==> src/rtl/play_arbiter.sv <==
// Output arbiter for the piano buzzer/LEDs: picks the note source named by the one-hot
// mode switches, mutes across mode changes and inserts a short gap between distinct notes.
module play_arbiter #(
  parameter int MUTE_CYCLES = 1_000_000,
  parameter int GAP_CYCLES  = 500_000,
  parameter int CNT_W       = 24
) (
  input  logic       clk,
  input  logic       rst_n,
  input  logic [2:0] mode,
  input  logic [3:0] note_free,
  input  logic [6:0] led_free,
  input  logic [3:0] note_auto,
  input  logic [6:0] led_auto,
  input  logic [3:0] note_learn,
  input  logic [6:0] led_learn,
  output logic [3:0] note_out,
  output logic [6:0] led_out,
  output logic [2:0] grant,
  output logic       switching
);

  typedef enum logic [1:0] {IDLE, MUTE, PLAY, GAP} state_t;

  localparam logic [CNT_W-1:0] MUTE_LAST = CNT_W'(MUTE_CYCLES - 1);
  localparam logic [CNT_W-1:0] GAP_LAST  = CNT_W'(GAP_CYCLES - 1);

  state_t           state;
  logic [2:0]       mode_meta;
  logic [2:0]       mode_s;
  logic [2:0]       active_mode;
  logic [3:0]       cur_note;
  logic [CNT_W-1:0] cnt;
  logic [3:0]       src_note;
  logic [6:0]       src_led;
  logic             mode_onehot;

  always_comb begin
    src_note = 4'd0;
    src_led  = 7'd0;
    case (active_mode)
      3'b100: begin src_note = note_free;  src_led = led_free;  end
      3'b010: begin src_note = note_auto;  src_led = led_auto;  end
      3'b001: begin src_note = note_learn; src_led = led_learn; end
      default: ;
    endcase
  end

  assign mode_onehot = (mode_s == 3'b100) || (mode_s == 3'b010) || (mode_s == 3'b001);

  // Outputs are registered from the state being entered, so switching rises on the
  // same edge that enters MUTE and grant drops on that edge too.
  always_ff @(posedge clk or negedge rst_n) begin
    if (!rst_n) begin
      mode_meta   <= 3'b000;
      mode_s      <= 3'b000;
      state       <= IDLE;
      active_mode <= 3'b000;
      cur_note    <= 4'd0;
      cnt         <= '0;
      note_out    <= 4'd0;
      led_out     <= 7'd0;
      grant       <= 3'b000;
      switching   <= 1'b0;
    end else begin
      mode_meta <= mode;
      mode_s    <= mode_meta;
      if (mode_s != active_mode) begin
        active_mode <= mode_s;
        cnt         <= '0;
        state       <= mode_onehot ? MUTE : IDLE;
        note_out    <= 4'd0;
        led_out     <= 7'd0;
        grant       <= 3'b000;
        switching   <= mode_onehot;
      end else begin
        case (state)
          IDLE: begin
            note_out  <= 4'd0;
            led_out   <= 7'd0;
            grant     <= 3'b000;
            switching <= 1'b0;
          end
          MUTE: begin
            note_out <= 4'd0;
            if (cnt == MUTE_LAST) begin
              cur_note  <= src_note;
              cnt       <= '0;
              state     <= PLAY;
              led_out   <= src_led;
              grant     <= active_mode;
              switching <= 1'b0;
            end else begin
              cnt       <= cnt + 1'b1;
              led_out   <= 7'd0;
              grant     <= 3'b000;
              switching <= 1'b1;
            end
          end
          PLAY: begin
            led_out   <= src_led;
            grant     <= active_mode;
            switching <= 1'b0;
            note_out  <= cur_note;
            if (src_note != cur_note) begin
              cur_note <= src_note;
              // Two audible notes back to back get a silent gap between them.
              if (src_note != 4'd0 && cur_note != 4'd0) begin
                cnt      <= '0;
                state    <= GAP;
                note_out <= 4'd0;
              end
            end
          end
          GAP: begin
            led_out   <= src_led;
            grant     <= active_mode;
            switching <= 1'b0;
            cur_note  <= src_note;
            if (cnt == GAP_LAST) begin
              cnt      <= '0;
              state    <= PLAY;
              note_out <= cur_note;
            end else begin
              cnt      <= cnt + 1'b1;
              note_out <= 4'd0;
            end
          end
          default: state <= IDLE;
        endcase
      end
    end
  end

endmodule

==> config.mk <==
export PLATFORM = sky130hd
export DESIGN_NAME = play_arbiter
export DESIGN_NICKNAME = d
export VERILOG_FILES = /design/src/rtl/play_arbiter.sv
export SDC_FILE = /design/constraint.sdc
export NUM_CORES = 1
export LEC_CHECK = 0
export ABC_AREA = 1
export BUFFER_PORTS_ARGS = -buffer_cell sky130_fd_sc_hd__buf_2
export CAP_MARGIN = 25
export CORE_MARGIN = 10
export CORE_UTILIZATION = 35
export CTS_CLUSTER_DIAMETER = 40
export DETAILED_ROUTE_END_ITERATION = 8
export PLACE_DENSITY_LB_ADDON = 0.15
export RECOVER_POWER = 100
export SLEW_MARGIN = 20
export SYNTH_ARGS = -nofsm -noshare
export SYNTH_HDL_FRONTEND = slang
export SYNTH_SLANG_ARGS = --single-unit
==> constraint.sdc <==
create_clock -name clk -period 3.5 [get_ports clk]
set_clock_uncertainty 0.05 [all_clocks]
set_input_delay 0.35 -clock clk [delete_from_list [all_inputs] [get_ports clk]]
set_output_delay 0.35 -clock clk [all_outputs]
set_load 0.01 [all_outputs]
==> summary.md, run 1 <==
| Metric | Value |
|---|---|
| Drt drc | `0` |
| VDD IR-drop max | `0.181 mV` |
| Largest net degree at the start of global routing | `40` |
| Status | `finished, final reports clean` |
| Die height | `121 µm` |
| Synth Register Bits | `54` |
| Max Buffers Root-to-Sink | `2` |
| CP Launch Type | `flip-flop` |
| Pre-antenna DRT Iters | `5` |
| Max frequency | `381 MHz` |
| Antenna viol nets, final | `0` |
| DR vias | `3318` |
| Final-report max-slew violation count | `0` |
| Setup CP Type | `reg2reg` |
| Site Rows | `36` |
| Most used cell, CP | `nand2_1` |
| Synth async-reset ratio | `100%` |
| Total negative slack | `0 ps` |
| Min cycle time layout | `2630 ps` |
| Setup slack after layout | `875 ps` |
| Initial antenna violation count | `0` |
| Hold depth | `1` |
| GPL Wtd Cong | `0.913` |
| Period utilization | `75.0%` |
| Global route overflow | `0` |
| FF-to-FF path depth | `9` |
| Die width | `121 µm` |
| Max Cap Viol | `0` |
| Nets@finish | `593` |
| Synth-to-Final Area Change | `9.73%` |
| First-pass GRT wire length | `16700 µm` |
| Post-synth EDFFs | `0` |
| CP Cell Sequence | `xor2_1 > nor2_1 > nand2_1 > inv_4 > nand2_1 > nand2_2 > inv_2 > nand2_1 > nand2_1` |
| Highest metal used | `met4` |
| Worst-Margin Slew | `1400 ps` |
| Vias per Instance | `4.86` |
| RSZ-0062 raised after global routing | `no` |
| Layout cells sized above 1 | `12.4%` |
| Post-CTS Setup Bufs | `0` |
| Worst-path fanout max | `38` |
| Hold slack | `83.6 ps` |
| ANT cells | `0` |
| Post-Synthesis Net Count | `548` |
| TritonCTS Buffers | `5` |
| Highest-delay cell along the critical path | `nand2_2` |
| Critical path's largest stage delay | `610 ps` |
| Syn Inst Count | `504` |
| Overall routed net length | `9850 µm` |
| Root buf cell | `clkbuf_8` |
| Post-synthesis sequential area ratio | `37.9%` |
| Total track usage | `13.8%` |
| Met3 Wirelength | `493 µm` |
| I/O pin count | `53` |
| Later-pin clock latency in the skew report | `320 ps` |
| Pre-CTS setup slack | `1120 ps` |
| CTS tree | `built` |
| Worst EP required | `3670 ps` |
| Port bufs | `52` |
| Met2 routed WL | `4210 µm` |
| Syn Area/Cell | `7.07 µm²` |
| Slew HR | `6.34%` |
| P_leak | `0.00192 µW` |
| Worst Path Arrival | `2800 ps` |
| Synth cell types | `34` |
| Initial Util | `36.1%` |
| Most frequent cells in the layout | `nand2_1 (164), nor2_1 (67), dfrtp_1 (54), inv_1 (48), nand3_1 (43)` |
| Hold Crit Class | `in2reg` |
| Final setup vio count | `0` |
| PD cells | `344 nW/µm²` |
| Number of H-tree levels | `2` |
| Clock-pin transition on the worst setup and hold timing paths | `110 ps` |
| Warnings, synthesis | `0` |
| Die ar. | `14600 µm²` |
| Setup crit end kind | `flip-flop` |
| Met1 Routed Length | `5020 µm` |
| Final Hold Viols | `0` |
| Wire per inst | `14.4 µm` |
| Detailed Place HPWL | `7630 µm` |
| Commonest non-fill, non-tap cell in the layout | `nand2_1` |
| Core area | `9860 µm²` |
| Vias in the first global route | `3321` |
| CTS Sinks | `54` |
| Synth Flop Type | `dfrtp_1` |
| DR iter-0 viols | `168` |
| Mapped Area | `3560 µm²` |
per-stage QoR:
step	std cells	utilization, %	total power, µW	cell area (µm²)
floorplan	504	-	897	3560
global placement	673	39.1	974	3860
detailed placement	673	39.1	974	3860
CTS	681	40.1	1370	3950
global route	683	39.6	1430	3910
finish	683	39.6	1340	3910
worst max-delay path, delay by kind of cell, from the launching register on:
family | cells | cell delay (ps)
xor gates and xnor gates | 1 | 220
buffers and inverters | 2 | 380
DFF | 1 | 540
and+or+nand+nor | 6 | 1320
report_power, final:
group          total (µW)  switching, µW  internal [µW]
logic                 244            160           83.9
clock network         388            224            164
registers             711           50.4            661
total                1340            435            909
area by class of cell:
class                           count  area, µm²
Sequential cell                    54       1350
Tap cell                          133        166
Timing Repair Buffer               55        258
Fill cell                        1066       5950
Clock inverter                      1       8.76
Multi-Input combinational cell    380       1840
Inverter                           53        201
Clock buffer                        7       86.3
per-layer routing:
layer / track usage, % / vias up
li1: - / 1702
met1: 19.9 / 1514
met2: 20.4 / 94
met3: 2.37 / 8
met4: 4.30 / 0
met5: 0 / -
cells by family (layout without fill, tap and decap cells):
logic type               after synthesis  in the layout  synth area share, %
AND/OR/NAND/NOR                      323            323                 40.1
buffers and inverters                 70            116                 9.62
flip-flops                            54             54                 37.9
AO/OA/AOI/OAI                         36             36                 6.57
XOR/XNOR                              15             15                 3.69
adder cells (fa/ha/maj)                6              6                 2.11
Yosys cell counts (5+ instances only):
cell type  instances  area share (%)
buf_6              5             1.6
o21ai_0            7            0.98
nor3_1             7            0.98
nor2_1            67             7.1
nand2_2            8             1.4
o21ai_2           10             2.5
inv_1             47             5.0
nand4_1           25             4.4
inv_2              5            0.53
nand2_1          158              17
a31oi_1            6             1.1
ha_1               6             2.1
xor2_1            11             2.7
nand3_1           43             6.0
a21oi_1            9             1.3
dfrtp_1           54              38
state kept, by name, summed over array words and instances, names as in the netlist:
name	count
cnt	24
led_out	7
cur_note	4
note_out	4
active_mode	3
grant	3
mode_meta	3
mode_s	3
state	2
switching	1
repair_timing:
| action | CTS | global route |
|---|---|---|
| setup endpoints to repair | 0 | 0 |
| endpoints found under the hold margin | 0 | 14 |
| hold buffers | 0 | 1 |
| gates resized for setup | 0 | 0 |
final timing paths:
check                                from            to  slack [ps]
setup / recovery           active_mode[1]       cnt[21]         870
hold / removal                    mode[2]  mode_meta[2]          80
setup reg to reg           active_mode[1]       cnt[21]         870
hold reg to reg              mode_meta[1]     mode_s[1]         310
max in group asynchronous           rst_n       cnt[12]        1010
min in group asynchronous           rst_n        cnt[1]         610
Power figures use the tool's default switching activity.
==> run 2, diff against run 1 <==
--- a/config.mk
+++ b/config.mk
@@ -5,7 +5,7 @@
 export SDC_FILE = /design/constraint.sdc
 export NUM_CORES = 1
 export LEC_CHECK = 0
-export ABC_AREA = 1
+export ABC_AREA = 0
 export BUFFER_PORTS_ARGS = -buffer_cell sky130_fd_sc_hd__buf_2
 export CAP_MARGIN = 25
 export CORE_MARGIN = 10
==> constraint.sdc (replaced) <==
create_clock -name clk -period 2.6 [get_ports clk]
set_clock_uncertainty 0.05 [all_clocks]
set_input_delay 0.26 -clock clk [delete_from_list [all_inputs] [get_ports clk]]
set_output_delay 0.26 -clock clk [all_outputs]
set_load 0.01 [all_outputs]
==> summary.md, run 2 <==
| Metric | Value |
|---|---|
| Status | `finished, final reports clean` |
| Post-CTS Setup Bufs | `0` |
| Post-synth top cells | `dfrtp_1 (54), nor2_1 (28), nand2_1 (19), o21ai_0 (19)` |
| Worst EP required | `2770 ps` |
| Number of H-tree levels | `2` |
| Global route overflow | `0` |
| Final setup vio count | `0` |
| Layout fillers | `828` |
| Post-synthesis compound-gate area fraction | `21.3%` |
| Largest family of logic cells by synthesized area | `simple AND/OR/NAND/NOR gates` |
| Post-synth EDFFs | `0` |
| Non-Filler Instances | `484` |
| Die width | `112 µm` |
| DR iter-0 viols | `125` |
| Max frequency | `397 MHz` |
| Max Buffers Root-to-Sink | `2` |
| CTS tree | `built` |
| Count leader, synth | `dfrtp_1` |
| Site Rows | `33` |
| Initial antenna violation count | `0` |
| Synth Flop Type | `dfrtp_1` |
| Later-pin clock latency in the skew report | `310 ps` |
| Max reg flops | `24` |
| Busiest grt layer | `met2` |
| Detailed Place HPWL | `5430 µm` |
| Final-report max-slew violation count | `0` |
| CP Launch Type | `flip-flop` |
| Drt drc | `0` |
| WP buf/inv | `0` |
| Critical path's largest stage delay | `530 ps` |
| Min cycle time layout | `2520 ps` |
| GR Layer Usage met1 | `14.8%` |
| Synth Register Bits | `54` |
| Initial Util | `36.1%` |
| Worst-path fanout max | `13` |
| Sw power | `524 µW` |
| Final Hold Viols | `0` |
| Warnings, synthesis | `0` |
| Logic pwr share | `18.6%` |
| Multi-input logic area | `1550 µm²` |
| Yosys top cell by area | `dfrtp_1` |
| Setup CP Type | `reg2reg` |
| GPL Wtd Cong | `0.812` |
| Cell family with most CP delay | `simple AND/OR/NAND/NOR gates` |
| CTS Sinks | `54` |
| Post-Synth Adder-Cell Area | `2.52%` |
| Synth top area share | `45.4%` |
| Post-synthesis mux area share | `0%` |
| VDD IR-drop max | `0.215 mV` |
| Power Internal | `1350 µW` |
| Syn Inst Count | `307` |
| Worst-Margin Slew | `1360 ps` |
| CP Cell Sequence | `nor4bb_1 > a221oi_4 > a41o_1 > nand2b_1 > o211a_4 > or2_4 > o41ai_2` |
| Top reg by flops | `cnt` |
| Met3 Usage GRT | `2.18%` |
| Setup crit end kind | `flip-flop` |
| Commonest non-fill, non-tap cell in the layout | `dfrtp_1` |
| Vias in the first global route | `2610` |
| Total track usage | `11.7%` |
| PD cells | `516 nW/µm²` |
| Wire per inst | `15.4 µm` |
| P_leak | `0.00157 µW` |
| Vias per Instance | `5.24` |
| Placed cell count | `472` |
| Die height | `112 µm` |
| Nets@finish | `422` |
| Post-Synthesis Net Count | `351` |
| Worst Path Arrival | `2690 ps` |
| Syn Area/Cell | `9.70 µm²` |
| Core area | `8260 µm²` |
| Most frequent cells in the layout | `dfrtp_1 (52), buf_2 (37), nor2_1 (28), buf_4 (24)` |
| Register share of total power | `49.1%` |
| Die ar. | `12600 µm²` |
| Mapped Area | `2980 µm²` |
| First-pass GRT wire length | `12600 µm` |
| Sw Ratio | `27.9%` |
| Clock power frac | `32.3%` |
| Largest net degree at the start of global routing | `55` |
| Synth Area in XOR/XNOR | `2.35%` |
| Top cells by area, synth | `dfrtp_1 (45%), nor2_1 (3.5%), o31ai_1 (3.3%)` |
| Simple-Gate Fraction of Synth Area | `24.0%` |
| Post-synthesis sequential area ratio | `45.4%` |
| Antenna viol nets, final | `0` |
| Clock-pin transition on the worst setup and hold timing paths | `100 ps` |
| Synth async-reset ratio | `100%` |
| Hold Crit Class | `in2reg` |
| M2 GR Usage | `19.0%` |
| I/O pin count | `53` |
| Synth cell types | `52` |
| Synth-to-Final Area Change | `22.3%` |
| Top Registers | `cnt: 24 flops, led_out: 7 flops` |
| TritonCTS Buffers | `5` |
| RSZ-0062 raised after global routing | `yes` |
| Slew HR | `9.32%` |
| Hold slack | `127 ps` |
| Layout cells sized above 1 | `24.5%` |
| Period utilization | `96.9%` |
| Pre-antenna DRT Iters | `4` |
| Overall routed net length | `7450 µm` |
| Root buf cell | `clkbuf_8` |
| ANT cells | `0` |
| Max Cap Viol | `0` |
| DR vias | `2536` |
| Highest-delay cell along the critical path | `nor4bb_1` |
| Sequential cell area | `1350 µm²` |
| Port bufs | `52` |
## run 2: cell types whose count changed after synthesis, sizes merged, moves of 10 or more
cell,delta
and2,+11
xor2,-10
nor2,-42
nand2,-149
nand3,-30
o21ai,+17
o31ai,+12
nand4,-21
nor2b,+10
inv,-47
## run 2: power by group through the flow
stage               sequential (µW)  clock [µW]  combinational (µW)
floorplan                       927           0                 240
global placement                937           0                 333
detailed placement              940           0                 340
CTS                             922         628                 344
global route                    929         659                 391
finish                          922         607                 350
## run 2: tightest hold or removal path, cell delays in order
cell	delay (ps)
buf_2	70
a21oi_1	50
nor2_1	70
## run 2: stage by stage
step	power [µW]	utilization, %	setup TNS, ps	instance area, µm²	worst slack (ps)
2_1_floorplan	1170	-	0	2980	176
3_3_place_gp	1270	41.8	0	3460	103
3_5_place_dp	1280	41.8	0	3460	33.2
4_1_cts	1890	43.7	0	3610	13.1
5_1_grt	1980	44.1	-176	3640	-29.9
6_report	1880	44.1	0	3640	79.8
## run 2: layer usage
layer | routed length [µm] | part of all wire, % | up-vias
li1 | - | - | 1265
met2 | 3640 | 49 | 43
met4 | 148 | 2.0 | 0
met1 | 3370 | 45 | 1217
met3 | 291 | 3.9 | 11
met5 | 0 | 0 | -
## run 2: path summary, 6_finish.rpt
check | end | slack, ps | startpoint | depth (start not counted)
hold reg to reg | mode_s[1] | 310 | mode_meta[1] | 0
max in group asynchronous | active_mode[0] | 1310 | rst_n | 2
setup / recovery | cnt[20] | 80 | active_mode[1] | 7
hold / removal | led_out[0] | 130 | led_free[0] | 3
setup reg to reg | cnt[20] | 80 | active_mode[1] | 7
min in group asynchronous | cnt[0] | 280 | rst_n | 2
## run 2: area by class of cell
class / count / area share [%]
multi-input cells: 230 / 42.6
flip-flops and latches: 54 / 37.2
repair buffers: 81 / 12.6
well taps: 105 / 3.61
clock buffers: 6 / 2.27
clock inverters: 2 / 1.07
inverters: 6 / 0.619
## run 2: cells by family (layout without fill, tap and decap cells)
kind of cell,Yosys count,count (layout)
AND/OR/NAND/NOR,125,126
AO/OA/AOI/OAI,90,90
flip-flops,54,54
buffers and inverters,24,95
XOR/XNOR,8,8
adder cells (fa/ha/maj),6,6
## run 2: repair_timing
item	CTS	global route
resized for setup	2	7
endpoints found under the hold margin	3	0
pin swaps	0	1
cloned	0	1
endpoints found under the setup margin	1	22
hold buffers	3	0
==> run 3, diff against run 2 <==
--- a/config.mk
+++ b/config.mk
@@ -8,6 +8,7 @@
 export ABC_AREA = 0
 export BUFFER_PORTS_ARGS = -buffer_cell sky130_fd_sc_hd__buf_2
 export CAP_MARGIN = 25
+export CORE_ASPECT_RATIO = 1.25
 export CORE_MARGIN = 10
 export CORE_UTILIZATION = 35
 export CTS_CLUSTER_DIAMETER = 40
==> summary.md, run 3 (same netlist as run 2, synthesis figures left out) <==
| Metric | Value |
|---|---|
| Top Registers | `cnt: 24 flops, led_out: 7 flops` |
| WP buf/inv | `1` |
| Setup slack after layout | `123 ps` |
| Placed cell count | `458` |
| Slew HR | `-0.0170%` |
| Pwr Total | `1750 µW` |
| Final Hold Viols | `0` |
| Non-Filler Instances | `473` |
| Commonest non-fill, non-tap cell in the layout | `dfrtp_1` |
| Max reg flops | `24` |
| Worst EP required | `2760 ps` |
| Initial antenna violation count | `0` |
| Root buf cell | `clkbuf_8` |
| Largest net degree at the start of global routing | `29` |
| Critical path's largest stage delay | `420 ps` |
| CP Cell Sequence | `nor3b_4 > buf_4 > a221oi_2 > xnor2_1 > nor4_4 > o211a_4 > or2_4 > o41ai_2` |
| Layout cells sized above 1 | `23.7%` |
| Period utilization | `95.3%` |
| Synth-to-Final Area Change | `21.6%` |
| Worst-Margin Slew | `1500 ps` |
| Top reg by flops | `cnt` |
| Worst-path fanout max | `20` |
| Overall routed net length | `7330 µm` |
| ANT cells | `0` |
| Most frequent cells in the layout | `dfrtp_1 (52), buf_2 (37), nor2_1 (28)` |
| P_leak | `0.00156 µW` |
| PD cells | `484 nW/µm²` |
| Pre-CTS setup slack | `48.8 ps` |
| Detailed Place HPWL | `5460 µm` |
| Number of H-tree levels | `2` |
| Drt drc | `0` |
| Worst Path Arrival | `2640 ps` |
| Global route overflow | `0` |
| Site Rows | `37` |
| CP Launch Type | `flip-flop` |
| Final setup vio count | `0` |
| CTS Sinks | `54` |
| Later-pin clock latency in the skew report | `310 ps` |
| Initial Util | `35.9%` |
| Wire per inst | `15.5 µm` |
| RSZ-0062 raised after global routing | `yes` |
| Port bufs | `52` |
| GPL Wtd Cong | `0.802` |
| Vias per Instance | `5.32` |
| Final-report max-slew violation count | `26` |
| Setup crit end kind | `flip-flop` |
| Pre-antenna DRT Iters | `4` |
| Core area | `8290 µm²` |
| Min cycle time layout | `2480 ps` |
| TritonCTS Buffers | `5` |
| Vias in the first global route | `2529` |
| DR vias | `2516` |
| Failing checks | `max-capacitance violations, max-slew violations` |
| Antenna viol nets, final | `0` |
| Max frequency | `404 MHz` |
| Total track usage | `11.7%` |
| Nets@finish | `419` |
| Status | `complete, but fails checks` |
| Cell family with most CP delay | `compound AO/OA/AOI/OAI gates` |
| Die height | `123 µm` |
| Max Cap Viol | `1` |
| DR iter-0 viols | `69` |
| First-pass GRT wire length | `12100 µm` |
| Max Buffers Root-to-Sink | `2` |
| CTS tree | `built` |
| Hold Crit Class | `in2reg` |
| Die width | `103 µm` |
| I/O pin count | `53` |
| Clock-pin transition on the worst setup and hold timing paths | `100 ps` |
| Die ar. | `12600 µm²` |
| Highest-delay cell along the critical path | `dfrtp_1` |
| Setup CP Type | `reg2reg` |
| VDD IR-drop max | `0.249 mV` |
run 3: cell count changes in the layout (fill, tap and decap cells not counted), sizes merged:
cell         previous run  this run
dlygate4sd3             3         4
clkinv                  0         1
buf                    61        58
clkinvlp                0         1
bufinv                  1         0
clkbuf                 23        22
or2                     5         4
run 3: final timing paths:
kind | to | slack (ps) | depth (start not counted) | start
max | cnt[9] | 120 | 8 | active_mode[2]
min | led_out[0] | 130 | 3 | led_free[0]
max reg2reg | cnt[9] | 120 | 8 | active_mode[2]
min reg2reg | mode_s[0] | 310 | 0 | mode_meta[0]
max in group asynchronous | active_mode[1] | 740 | 2 | rst_n
min in group asynchronous | note_out[1] | 780 | 2 | rst_n
run 3: cell type report:
type | instances | area, µm²
fillers | 823 | 4660
multi-input cells | 229 | 1560
flip-flops and latches | 54 | 1350
repair buffers | 79 | 472
well taps | 97 | 121
clock buffers | 5 | 68.8
clock inverters | 3 | 25.0
inverters | 6 | 22.5
run 3: stage by stage:
stage	TNS [ps]	utilization (%)	instance area, µm²	hold slack, ps
floorplan	0	-	2980	-85.6
global placement	0	41.3	3430	268
detailed placement	0	41.3	3430	266
CTS	0	43.0	3560	122
global route	-24.5	43.7	3620	145
finish	0	43.7	3620	133
run 3: timing repair:
action | in CTS | in global routing
setup endpoints to repair | 0 | 25
hold buffers | 4 | 0
buffers inserted | 0 | 3
hold endpoints to repair | 29 | 0
gates resized for setup | 0 | 11
run 3: worst min-delay path: cells and delay by family:
family	cells	cell delay (ps)
AOI/OAI and AO/OA	1	50
buffers and inverters	1	80
and+or+nand+nor	1	70
run 3: routing by layer:
metal	GRT usage [%]	vias up	wire length, µm
met3	2.57	5	499
met2	20.8	56	3630
met5	0	-	0
met1	13.9	1198	3140
met4	2.92	0	59
li1	-	1257	-
run 3: power by group:
part	total [µW]	switching [µW]	internal [µW]
clock network	482	287	195
registers	919	41.6	878
logic	350	186	164
total	1750	515	1240
